[src/rtl/usb_rx_decoder.sv]
// rtl/usb_rx_decoder.sv - full-speed USB receive line decoder
// NRZI decode, SYNC hunt, bit-unstuffing, byte assembly and EOP detection on DLL strobes.
`timescale 1ns/1ps

module usb_rx_decoder (
  input  logic       i_clk,
  input  logic       i_rst,
  input  logic       i_sample_en,
  input  logic       i_dp,
  input  logic       i_dn,
  output logic       o_rx_active,
  output logic [7:0] o_rx_data,
  output logic       o_rx_valid,
  output logic       o_rx_error,
  output logic       o_eop
);

  localparam logic [1:0] ST_IDLE = 2'd0;
  localparam logic [1:0] ST_DATA = 2'd1;
  localparam logic [1:0] ST_EOP  = 2'd2;
  localparam logic [1:0] ST_ERR  = 2'd3;

  // prev_sym holds D+ of the last data symbol, so J is 1 and K is 0
  localparam logic SYM_J = 1'b1;

  logic [1:0] state;
  logic       prev_sym;
  logic [6:0] shift_hist;
  logic [2:0] ones_cnt;
  logic [2:0] bit_cnt;
  logic       err_se0;

  logic       sym_j;
  logic       sym_se0;
  logic       sym_data;
  logic       nrzi_bit;
  logic [7:0] shift_next;

  assign sym_j      = i_dp & ~i_dn;
  assign sym_se0    = ~i_dp & ~i_dn;
  assign sym_data   = i_dp ^ i_dn;
  assign nrzi_bit   = (i_dp == prev_sym);
  // bit 0 of the 8-bit window falls out on the next shift, so only 7 bits are kept
  assign shift_next = {nrzi_bit, shift_hist};

  always_ff @(posedge i_clk or posedge i_rst) begin
    if (i_rst) begin
      state       <= ST_IDLE;
      prev_sym    <= SYM_J;
      shift_hist  <= 7'd0;
      ones_cnt    <= 3'd0;
      bit_cnt     <= 3'd0;
      err_se0     <= 1'b0;
      o_rx_active <= 1'b0;
      o_rx_data   <= 8'h00;
      o_rx_valid  <= 1'b0;
      o_rx_error  <= 1'b0;
      o_eop       <= 1'b0;
    end else begin
      o_rx_valid <= 1'b0;
      o_rx_error <= 1'b0;
      o_eop      <= 1'b0;
      if (i_sample_en) begin
        case (state)
          ST_IDLE: begin
            // bit_cnt counts hunt bits (saturating) so the cleared register cannot fake a SYNC
            if (sym_data) begin
              prev_sym   <= i_dp;
              shift_hist <= shift_next[7:1];
              if (bit_cnt == 3'd7 && shift_next == 8'h80) begin
                state       <= ST_DATA;
                o_rx_active <= 1'b1;
                bit_cnt     <= 3'd0;
                ones_cnt    <= 3'd1;
              end else if (bit_cnt != 3'd7) begin
                bit_cnt <= bit_cnt + 3'd1;
              end
            end
          end

          ST_DATA: begin
            if (sym_data) begin
              prev_sym <= i_dp;
              if (ones_cnt == 3'd6) begin
                if (nrzi_bit) begin
                  o_rx_error <= 1'b1;
                  err_se0    <= 1'b0;
                  state      <= ST_ERR;
                end else begin
                  ones_cnt <= 3'd0;
                end
              end else begin
                shift_hist <= shift_next[7:1];
                bit_cnt    <= bit_cnt + 3'd1;
                ones_cnt   <= nrzi_bit ? ones_cnt + 3'd1 : 3'd0;
                if (bit_cnt == 3'd7) begin
                  o_rx_data  <= shift_next;
                  o_rx_valid <= 1'b1;
                end
              end
            end else if (sym_se0) begin
              state <= ST_EOP;
            end else begin
              o_rx_error <= 1'b1;
              err_se0    <= 1'b0;
              state      <= ST_ERR;
            end
          end

          ST_EOP: begin
            if (sym_j) begin
              o_eop       <= 1'b1;
              o_rx_error  <= (bit_cnt != 3'd0);
              o_rx_active <= 1'b0;
              state       <= ST_IDLE;
              prev_sym    <= SYM_J;
              bit_cnt     <= 3'd0;
              ones_cnt    <= 3'd0;
            end else if (!sym_se0) begin
              o_rx_error <= 1'b1;
              err_se0    <= 1'b0;
              state      <= ST_ERR;
            end
          end

          ST_ERR: begin
            // leave only on SE0 immediately followed by J
            if (sym_se0) begin
              err_se0 <= 1'b1;
            end else if (sym_j && err_se0) begin
              o_rx_active <= 1'b0;
              state       <= ST_IDLE;
              prev_sym    <= SYM_J;
              bit_cnt     <= 3'd0;
              ones_cnt    <= 3'd0;
              err_se0     <= 1'b0;
            end else begin
              err_se0 <= 1'b0;
            end
          end

          default: state <= ST_IDLE;
        endcase
      end
    end
  end

endmodule
[config.mk]
export PLATFORM = sky130hd
export DESIGN_NAME = usb_rx_decoder
export DESIGN_NICKNAME = d
export VERILOG_FILES = /design/src/rtl/usb_rx_decoder.sv
export SDC_FILE = /design/constraint.sdc
export NUM_CORES = 1
export LEC_CHECK = 0
export CELL_PAD_IN_SITES_DETAIL_PLACEMENT = 0
export CELL_PAD_IN_SITES_GLOBAL_PLACEMENT = 1
export CORE_MARGIN = 1.5
export CORE_UTILIZATION = 45
export DETAILED_ROUTE_END_ITERATION = 12
export PLACE_DENSITY_LB_ADDON = 0.1
export SYNTH_ARGS = -nofsm -noshare
export SYNTH_HDL_FRONTEND = slang
export SYNTH_SLANG_ARGS = --single-unit
export TNS_END_PERCENT = 30
[constraint.sdc]
create_clock -name i_clk -period 2.2 [get_ports i_clk]
set_input_delay 0.44 -clock i_clk [delete_from_list [all_inputs] [get_ports i_clk]]
set_output_delay 0.44 -clock i_clk [all_outputs]
set_load 0.01 [all_outputs]
==> impl_metrics.ini <==
[job]
cap_violations = 0

[logic_synthesis]
netlist_area_mm2 = 0.00162
synth-seq-area-share_pct = 45.0
ys_warn_count = 0
synthFlopType = dfrtp_1
avgSynthCellArea_um2 = 11.5
syn_nets = 159
synth_cells = 140
synth_edf_count = 0
synth_cell_types = 37
synth-seq-cells = 29
asyncSetResetFlopFracSynth_pct = 100

[timing]
tightest_slew_ns = 0.460
fin_skew_ns = 0.00788
max_freq_ghz = 0.481
max-slew-margin-rel_pct = 69.3
setup_violations = 0
setup_ws_ns = 0.123
hold_viol = 0
drv_slew = 0
fin_crit_sh_pct = 94.4
rsz0062_at_grt = no
timing.hold.ws_ns = 0.416
period_needed_ns = 2.08

[clock_tree]
post_cts_buffers = 0
cts_tree = yes
numCtsBuffers = 5
cts_root_buf = clkbuf_4
ctsResizeCount = 0
hold_buffers = 0
path_clk_slew_ns = 0.09
ctsHtreeMaxLevel = 2
clkLatencyLatePin_ns = 0.32
numClockSinks = 29
clock_path_buffers = 2

[global_routing]
grt_start_max_net_pins = 21
grt_pass1_vias = 1341
grt_pass1_wl_um = 6080
grt_usage_pct = 19.6
overflow = 0
grt_antenna_before_repair = 0

[floorplan]
num_rows = 21
boundaryPins = 17
initial_core_util_pct = 47.7
die_y_um = 62.9
die_w_um = 62.9
core_mm2 = 0.00339
die_area_mm2 = 0.00396

[final_layout]
syn_to_final_growth_pct = 30.4
final_cells = 233
antenna_cells = 0
drive_above_1_share_pct = 30.5
nets = 205
fin_area_mm2 = 0.00211

[drt]
drtAntennaViolNets = 0
vias_per_cell = 5.30
via_count = 1235
firstDrtPassIters = 4
routed_wl_um = 3360
drc_errors = 0
first_iter_violations = 40
wl_per_cell_um = 14.4

[placed_design]
hpwl_um = 2610
pre_cts_slack_ns = -0.226
finalWeightedCongestion = 0.824
io_buffers = 16
postPlaceCellArea_mm2 = 0.00202
dp.cells = 225

[outcome]
status = completed

[worst_setup_path]
critPathMaxFanout = 4
endpoint_kind = flip-flop
worst_r2r_endpoint = bit_cnt[2]
r2r_slack_ns = 0.12
crit_path_start_kind = flip-flop
required_ns = 2.42
arrival_ns = 2.30
reg2regPathDepth = 4
criticalPathCategory = reg2reg
rr_startpoint = shift_hist[6]

[power]
leakagePower_nw = 1.02
power_w = 0.00240
vdd_drop_max_mv = 0.719
powerDensity_mw_per_mm2 = 1140

[worst_hold_path]
hold_class = in2async
==> per-stage QoR <==
step | setup TNS (ns) | util [%]
after floorplan | 0 | -
after global placement | -1.87 | 59.7
after detailed placement | -2.58 | 59.7
after CTS | 0 | 62.2
after global routing | 0 | 62.2
final | 0 | 62.2
==> placed cells by master (no fill, tap or decap), types with 2 or more instances in the layout <==
cell type        netlist  layout
a21oi_1                4       4
and3_1                 4       4
buf_4                  0      23
clkbuf_4               0       5
clkdlybuf4s50_1        0      16
dfrtp_1               28      28
ha_1                  14      14
inv_1                  9       9
mux2_2                18      18
mux2i_1                4       4
nand2_1                8       8
nand2b_1               2       2
nand3_1                7       7
nand3b_1               3       3
nand4b_1               2       2
nor2_1                 5       5
nor2b_1                4       4
nor3b_1                2       2
o21ai_0                2       2
o2bb2ai_1              2       2
or2_2                  2       2
or4_4                  2       2
==> Yosys cell counts (2+ instances only) <==
cell       instances  area share [%]
ha_1              14              11
mux2_2            18              13
nand4b_1           2             1.1
inv_1              9             2.1
mux2i_1            4             2.5
and3_1             4             1.5
o2bb2ai_1          2             1.1
nor2b_1            4             1.5
dfrtp_1           28              43
nand3b_1           3             1.4
nand2_1            8             1.9
nand3_1            7             2.2
a21oi_1            4             1.2
or2_2              2            0.77
o21ai_0            2            0.62
nor3b_1            2            0.93
or4_4              2             1.4
nand2b_1           2            0.77
nor2_1             5             1.2
==> critical path: stages, from the launching register on <==
cell and delay (ns):
dfrtp_1 0.42, or4_4 0.59, or4_4 0.53, and3_1 0.19
mux2_2 0.25
==> routing by layer <==
layer	track usage [%]	vias up	wire, um
met5	0	-	0
li1	-	604	-
met4	7.50	0	46
met2	31.4	22	1610
met1	25.6	602	1580
met3	4.68	7	111
==> logic make-up (layout without fill, tap and decap cells) <==
logic type / count (synthesis) / in the layout / share of synthesized area, %
flops: 29 / 29 / 45.0
compound gates: 18 / 18 / 9.30
xor+xnor: 2 / 2 / 1.08
buf+inv: 10 / 57 / 2.32
simple gates: 45 / 45 / 16.4
mux: 22 / 22 / 15.0
fa+ha+maj: 14 / 14 / 10.8
==> flip-flops by register name (all words and copies together), names as in the netlist <==
| name | cells |
|---|---|
| o_rx_data | 8 |
| o_rx_error | 1 |
| shift_hist | 7 |
| o_eop | 1 |
| o_rx_valid | 1 |
| state | 2 |
| err_se0 | 1 |
| bit_cnt | 3 |
| prev_sym | 1 |
| o_rx_active | 1 |
| ones_cnt | 3 |
==> report_power, final <==
part | internal [W] | switching, W | leakage [nW] | total [W]
clock network | 0.000271 | 0.000187 | 0.0455 | 0.000458
registers | 0.000698 | 0.000140 | 0.380 | 0.000838
logic | 0.000562 | 0.000540 | 0.596 | 0.00110
total | 0.00153 | 0.000867 | 1.02 | 0.00240
==> area by class of cell <==
cell class	count	area [um^2]
inverter	9	33.8
sequential	29	727
fill	281	1280
clock inverter	1	30.0
timing repair buffer	40	353
multi-input combinational	101	851
clock buffer	7	55.1
tap	46	57.6
==> worst max-delay path by stage <==
stage                     slack, ns     startpoint          to
after CTS                      0.12           i_dp  bit_cnt[1]
final                          0.12  shift_hist[6]  bit_cnt[2]
after floorplan                0.20  shift_hist[6]  bit_cnt[2]
after global routing        0.00008           i_dp  bit_cnt[1]
after detailed placement      -0.23           i_dp  bit_cnt[1]
after global placement        -0.15           i_dp  bit_cnt[2]
(Power assumes the default switching activity.)
